File: src/rtl/onl_r4_pkg.sv
// Shared defaults and types for the radix-4 online adder stream checker.
// Digits are signed two's complement, MSD first on every stream.
package onl_r4_pkg;
  localparam int N_DEF   = 6;
  localparam int C_DEF   = 3;
  localparam int TMO_DEF = 16;

  typedef logic signed [C_DEF-1:0] digit_t;

  typedef enum logic [1:0] {
    S_IDLE,
    S_FEED,
    S_FLUSH,
    S_DONE
  } state_t;
endpackage

File: src/rtl/digit_shreg.sv
// Parallel-load shift register that presents one digit per shift, MSD first,
// and fills with zero digits behind the last real one.
module digit_shreg
  import onl_r4_pkg::*;
#(
  parameter int N = N_DEF,
  parameter int C = C_DEF
) (
  input  logic           clk,
  input  logic           rst,
  input  logic           load,
  input  logic           shift,
  input  logic [N*C-1:0] din,
  output logic [C-1:0]   dout
);
  logic [N*C-1:0] sr;

  always_ff @(posedge clk) begin
    if (rst) begin
      sr <= '0;
    end else if (load) begin
      sr <= din;
    end else if (shift) begin
      sr <= {sr[N*C-C-1:0], {C{1'b0}}};
    end
  end

  assign dout = sr[N*C-1 -: C];
endmodule

File: src/rtl/online_stream_check_r4.sv
// Feeds two radix-4 signed-digit operands serially to an online adder and
// checks its MSD-first result stream against an expected sum, with a timeout.
module online_stream_check_r4
  import onl_r4_pkg::*;
#(
  parameter int N   = N_DEF,
  parameter int C   = C_DEF,
  parameter int TMO = TMO_DEF
) (
  input  logic                   clk,
  input  logic                   rst,
  input  logic                   start,
  input  logic [N*C-1:0]         x,
  input  logic [N*C-1:0]         y,
  input  logic [(N+1)*C-1:0]     z_exp,
  output logic [C-1:0]           xd,
  output logic [C-1:0]           yd,
  output logic                   d_valid,
  input  logic [C-1:0]           zd,
  input  logic                   zd_valid,
  output logic                   busy,
  output logic                   done,
  output logic                   pass,
  output logic                   timeout,
  output logic [$clog2(N+2)-1:0] err_cnt,
  output logic [$clog2(N+1)-1:0] err_first,
  output state_t                 fsm_state
);
  localparam int EW = $clog2(N+2);
  localparam int FW = $clog2(N+1);
  localparam int TW = $clog2(TMO+1);
  localparam int ZW = (N+1)*C;

  // Handshake: xd/yd are consumed every cycle d_valid=1 (no backpressure);
  // zd is taken every cycle zd_valid=1 while busy, otherwise dropped.

  state_t          state, state_next;
  logic [ZW-1:0]   z_sr;
  logic [TW-1:0]   cyc_cnt;
  logic [FW-1:0]   feed_cnt;
  logic [EW-1:0]   rcv_cnt;
  logic [EW-1:0]   err_cnt_next;
  logic [C-1:0]    x_dig, y_dig, exp_dig;
  logic            accept, zd_hit, mismatch, last_digit, tmo_hit;

  digit_shreg #(.N(N), .C(C)) u_x_sr (
    .clk(clk), .rst(rst), .load(accept), .shift(state == S_FEED),
    .din(x), .dout(x_dig)
  );

  digit_shreg #(.N(N), .C(C)) u_y_sr (
    .clk(clk), .rst(rst), .load(accept), .shift(state == S_FEED),
    .din(y), .dout(y_dig)
  );

  always_comb begin
    busy         = (state == S_FEED) || (state == S_FLUSH);
    accept       = start && !busy;
    exp_dig      = z_sr[ZW-1 -: C];
    zd_hit       = zd_valid && busy;
    mismatch     = zd_hit && (zd != exp_dig);
    last_digit   = zd_hit && (rcv_cnt == EW'(N));
    // A final digit on the timeout cycle still completes the test.
    tmo_hit      = busy && ((cyc_cnt + TW'(1)) == TW'(TMO));
    err_cnt_next = err_cnt + EW'(mismatch);
    state_next   = state;
    case (state)
      S_IDLE, S_DONE: if (accept) state_next = S_FEED;
      S_FEED: begin
        if (last_digit || tmo_hit)         state_next = S_DONE;
        else if (feed_cnt == FW'(N-1))     state_next = S_FLUSH;
      end
      S_FLUSH: if (last_digit || tmo_hit) state_next = S_DONE;
      default: state_next = S_IDLE;
    endcase
    d_valid   = busy;
    xd        = (state == S_FEED) ? x_dig : '0;
    yd        = (state == S_FEED) ? y_dig : '0;
    fsm_state = state;
  end

  always_ff @(posedge clk) begin
    if (rst) begin
      state     <= S_IDLE;
      z_sr      <= '0;
      cyc_cnt   <= '0;
      feed_cnt  <= '0;
      rcv_cnt   <= '0;
      done      <= 1'b0;
      pass      <= 1'b0;
      timeout   <= 1'b0;
      err_cnt   <= '0;
      err_first <= '0;
    end else begin
      state <= state_next;
      if (accept) begin
        z_sr      <= z_exp;
        cyc_cnt   <= '0;
        feed_cnt  <= '0;
        rcv_cnt   <= '0;
        done      <= 1'b0;
        pass      <= 1'b0;
        timeout   <= 1'b0;
        err_cnt   <= '0;
        err_first <= '0;
      end else if (busy) begin
        cyc_cnt <= cyc_cnt + TW'(1);
        if (state == S_FEED) feed_cnt <= feed_cnt + FW'(1);
        if (zd_hit) begin
          rcv_cnt <= rcv_cnt + EW'(1);
          z_sr    <= {z_sr[ZW-C-1:0], {C{1'b0}}};
          err_cnt <= err_cnt_next;
          if (mismatch && (err_cnt == '0)) err_first <= FW'(rcv_cnt);
        end
        if (state_next == S_DONE) begin
          done    <= 1'b1;
          timeout <= !last_digit;
          pass    <= last_digit && (err_cnt_next == '0);
        end
      end
    end
  end
endmodule
File: config.mk
export PLATFORM = sky130hd
export DESIGN_NAME = online_stream_check_r4
export DESIGN_NICKNAME = d
export VERILOG_FILES = /design/src/rtl/onl_r4_pkg.sv /design/src/rtl/digit_shreg.sv /design/src/rtl/online_stream_check_r4.sv
export SDC_FILE = /design/constraint.sdc
export NUM_CORES = 1
export LEC_CHECK = 0
export CORE_UTILIZATION = 54
export CTS_CLUSTER_DIAMETER = 100
export DETAILED_ROUTE_END_ITERATION = 16
export GPL_TIMING_DRIVEN = 0
export PLACE_DENSITY = 0.89
export SLEW_MARGIN = 20
export SYNTH_ARGS = -nofsm -noshare
export SYNTH_HDL_FRONTEND = slang
export SYNTH_SLANG_ARGS = --single-unit
export TNS_END_PERCENT = 10
File: constraint.sdc
create_clock -name clk -period 5.1 [get_ports clk]
set_input_delay 0.765 -clock clk [delete_from_list [all_inputs] [get_ports clk]]
set_output_delay 0.765 -clock clk [all_outputs]
set_load 0.01 [all_outputs]
==> impl_metrics.prom <==
# TYPE chip_impl_metric gauge
chip_impl_metric{name="drt_pre_antenna_iters",unit=""} 10
chip_impl_metric{name="postCtsSetupRepairBufs",unit=""} 0
chip_impl_metric{name="cts_num_sinks",unit=""} 79
chip_impl_metric{name="grt_remaining_overflow",unit=""} 0
chip_impl_info{name="setup.worst_path.start_class",value="register"} 1
chip_impl_metric{name="cts_resized",unit=""} 0
chip_impl_metric{name="area_growth",unit="%"} 31.2
chip_impl_metric{name="footprint_of_the_multi_input_gates",unit="sq um"} 1880
chip_impl_metric{name="timing.final.hold_violations",unit=""} 0
chip_impl_metric{name="vdd_ir_drop_max",unit="uV"} 295
chip_impl_metric{name="max-cap-violations",unit=""} 0
chip_impl_info{name="tritoncts_clock_tree",value="yes"} 1
chip_impl_metric{name="fill_cell_count",unit=""} 447
chip_impl_metric{name="place.gp.congestion",unit=""} 0.791
chip_impl_metric{name="mappedNetlistArea",unit="sq um"} 3640
chip_impl_metric{name="rows",unit=""} 29
chip_impl_metric{name="critPathMaxStageDelay",unit="ns"} 0.54
chip_impl_info{name="rsz0062_at_grt",value="false"} 1
chip_impl_metric{name="wl_per_cell",unit="um"} 15.9
chip_impl_metric{name="clock-skew-final",unit="ns"} 0.00888
chip_impl_info{name="worst_path_dominant_cell_family",value="buffers and inverters"} 1
chip_impl_metric{name="final_layout_size_suffix_gt1_frac",unit=""} 0.0634
chip_impl_metric{name="worst_skew_pair_latency",unit="ns"} 0.36
chip_impl_metric{name="dp.final_hpwl",unit="mm"} 6.68
chip_impl_metric{name="chipWidth",unit="um"} 84.1
chip_impl_metric{name="yosys_warnings",unit=""} 0
chip_impl_metric{name="antennaDiodeCount",unit=""} 0
chip_impl_metric{name="final_period_minus_worst_setup_slack",unit="ns"} 3.26
chip_impl_metric{name="global_route_wire_length_before_repair",unit="mm"} 15.5
chip_impl_metric{name="num_vias",unit=""} 3346
chip_impl_metric{name="die_area",unit="sq um"} 7070
chip_impl_metric{name="maximum_number_of_pins_on_one_net_before_global_route_repair",unit=""} 13
chip_impl_metric{name="synth_area_per_cell",unit="sq um"} 8.89
chip_impl_metric{name="clockBufferDepth",unit=""} 2
chip_impl_metric{name="place.port_buffers",unit=""} 81
chip_impl_metric{name="p_leak",unit="nW"} 1.75
chip_impl_metric{name="cp.buffers_inverters",unit=""} 3
chip_impl_metric{name="relSlewSlack",unit=""} 0.633
chip_impl_metric{name="synth-seq-cells",unit=""} 79
chip_impl_metric{name="worst-endpoint-required",unit="ns"} 4.34
chip_impl_metric{name="fin_cells",unit=""} 582
chip_impl_metric{name="cts_inserted_buffers",unit=""} 9
chip_impl_info{name="worstSetupEndpointType",value="output port"} 1
chip_impl_metric{name="cp.arrival",unit="ns"} 2.50
chip_impl_info{name="cpMaxStageDelayCell",value="clkdlybuf4s50_1"} 1
chip_impl_metric{name="min_period_over_period",unit=""} 0.639
chip_impl_metric{name="final_max_slew_viol_count",unit=""} 0
chip_impl_info{name="status",value="finished, violations left"} 1
chip_impl_metric{name="die_height",unit="um"} 84.1
chip_impl_metric{name="core_area",unit="sq um"} 6420
chip_impl_metric{name="synth.net_count",unit=""} 483
chip_impl_metric{name="timing.hold.ws",unit="ns"} 0.460
chip_impl_metric{name="drt_iter0_markers",unit=""} 223
chip_impl_metric{name="totalNegativeSetupSlack",unit="ns"} 0
chip_impl_metric{name="finalNetCount",unit=""} 575
chip_impl_info{name="worstHoldPathType",value="reg -> reg"} 1
chip_impl_metric{name="synth.yosys.seq_area_share",unit=""} 0.435
chip_impl_metric{name="clk_pin_slew_worst_paths",unit="ns"} 0.08
chip_impl_info{name="series_of_cell_instances_along_the_critical_path",value="ha_1 -> buf_2 -> clkbuf_1 -> and2_1 -> clkdlybuf4s50_1"} 1
chip_impl_metric{name="detail_route.wirelength",unit="mm"} 9.24
chip_impl_metric{name="globalRouteTotalUtil",unit=""} 0.276
chip_impl_metric{name="detail-route-antenna-nets",unit=""} 0
chip_impl_metric{name="cts_max_level",unit=""} 3
chip_impl_info{name="failing_checks",value="design-rule violations"} 1
chip_impl_metric{name="top_level_ports",unit=""} 83
chip_impl_metric{name="drc_errors",unit=""} 4
chip_impl_metric{name="maxClockFrequency",unit="MHz"} 307
chip_impl_info{name="cts_root_buffer",value="clkbuf_8"} 1
chip_impl_metric{name="synth_cell_type_count",unit=""} 42
chip_impl_metric{name="post_cts_hold_buffer_count",unit=""} 0
chip_impl_metric{name="cellPowerDensity",unit="nW/um^2"} 312
chip_impl_metric{name="antenna_found_initial",unit=""} 0
chip_impl_metric{name="place_inst",unit=""} 567
chip_impl_metric{name="initial_core_util",unit=""} 0.566
chip_impl_metric{name="worst-path-max-fanout",unit=""} 10
chip_impl_info{name="path_class",value="reg -> out"} 1
chip_impl_metric{name="via_per_inst",unit=""} 5.75
chip_impl_metric{name="least_margin_pin_slew",unit="ns"} 0.550
chip_impl_metric{name="via_count_of_the_first_global_routing_pass",unit=""} 3398
chip_impl_metric{name="area.sequential",unit="sq um"} 1580
chip_impl_metric{name="netlist_instances",unit=""} 409
chip_impl_metric{name="setup_viol",unit=""} 0
## state kept, by name, summed over array words and instances (netlist names), 2 cells and up
register and cells:
err_cnt 3, err_first 3, cyc_cnt 5, fsm_state 2
feed_cnt 3, u_y_sr.sr 18, rcv_cnt 3, z_sr 21
u_x_sr.sr 18
## power by group
part / internal, mW / leakage [nW] / switching (mW)
clock network: 0.322 / 0.113 / 0.219
registers: 0.665 / 0.650 / 0.0283
logic: 0.125 / 0.986 / 0.131
## layout by cell type, fill, tap and decap left out, types with 2 or more instances in the layout
master and count:
a211oi_1 32, a21oi_1 11, a311oi_1 19, a31oi_1 2, and2_1 7, buf_1 2
buf_2 7, buf_4 7, bufinv_16 3, clkbuf_1 19, clkbuf_8 9, clkdlybuf4s50_1 81
dfxtp_1 79, ha_1 10, inv_1 5, mux2i_1 34, nand2_1 55, nand3_1 4
nand3b_1 7, nor2_1 65, nor2b_1 2, nor3_1 4, o21ai_0 4, o21ai_1 2
or3_1 3, xnor2_1 7, xor2_1 6
## cells by family (layout without fill, tap and decap cells)
family | count (synthesis) | in the layout | share of synthesized area
flops | 79 | 79 | 0.435
compound gates | 83 | 83 | 0.174
buf+inv | 38 | 134 | 0.0489
fa+ha+maj | 10 | 10 | 0.0344
simple gates | 152 | 152 | 0.182
xor+xnor | 13 | 13 | 0.0313
mux | 34 | 34 | 0.0936
## layer usage
| layer | GRT usage | share of wire | vias to the layer above |
|---|---|---|---|
| met5 | 0 | 0 | - |
| met4 | 0.127 | 0.023 | 0 |
| met3 | 0.0593 | 0.043 | 21 |
| met2 | 0.480 | 0.52 | 92 |
| met1 | 0.323 | 0.42 | 1609 |
| li1 | - | - | 1624 |
## synth_stat cells, drive strengths merged
cell / instances / area (sq um)
a211oi: 32 / 240
a21bo: 1 / 10.0
a21boi: 1 / 7.51
a21o: 1 / 7.51
a21oi: 11 / 55.1
a22o: 1 / 8.76
a311o: 1 / 10.0
a311oi: 19 / 166
a31oi: 2 / 12.5
a41o: 1 / 10.0
a41oi: 1 / 16.3
and2: 7 / 43.8
buf: 16 / 95.1
clkbuf: 17 / 63.8
dfxtp: 79 / 1580
ha: 10 / 125
inv: 5 / 18.8
mux2i: 34 / 340
nand2: 55 / 206
nand2b: 2 / 20.0
nand3: 4 / 20.0
nand3b: 7 / 52.6
nand4: 1 / 6.26
nor2: 66 / 255
nor2b: 2 / 12.5
nor3: 4 / 20.0
nor3b: 1 / 7.51
o211ai: 1 / 7.51
o21a: 1 / 7.51
o21ai: 6 / 30.0
o21bai: 1 / 7.51
o31a: 1 / 8.76
o31ai: 1 / 12.5
o41ai: 1 / 16.3
or3: 3 / 18.8
xnor2: 7 / 61.3
xor2: 6 / 52.6
## final cells by class
| cell class | count | share of cell area |
|---|---|---|
| Multi-Input combinational cell | 292 | 0.393 |
| Inverter | 5 | 0.00393 |
| Timing Repair Buffer | 81 | 0.170 |
| Sequential cell | 79 | 0.332 |
| Tap cell | 77 | 0.0202 |
| Clock inverter | 4 | 0.0199 |
| Clock buffer | 11 | 0.0275 |
| Buffer | 33 | 0.0333 |
## final timing paths
path / slack, ns / to / depth (start not counted) / startpoint
worst max-delay path: 1.84 / xd[1] / 5 / fsm_state[0]
worst min-delay path: 0.46 / err_first[1] / 2 / err_first[1]
worst max register to register: 2.53 / pass / 10 / fsm_state[0]
worst min register to register: 0.46 / err_first[1] / 2 / err_first[1]
## tightest hold or removal path, stage by stage, from the launching register on
cell and delay [ns]:
dfxtp_1 0.31, nand3_1 0.06, o21ai_1 0.05
## metrics by stage
step	setup WS (ns)	total power, mW	area (sq um)	util
6_report	1.84	1.49	4770	0.743
5_1_grt	1.75	1.55	4770	0.743
4_1_cts	1.84	1.49	4770	0.743
3_5_place_dp	2.20	0.957	4540	0.707
3_3_place_gp	2.25	0.944	4540	0.707
2_1_floorplan	2.84	0.852	3640	-
Power figures use the tool's default switching activity.
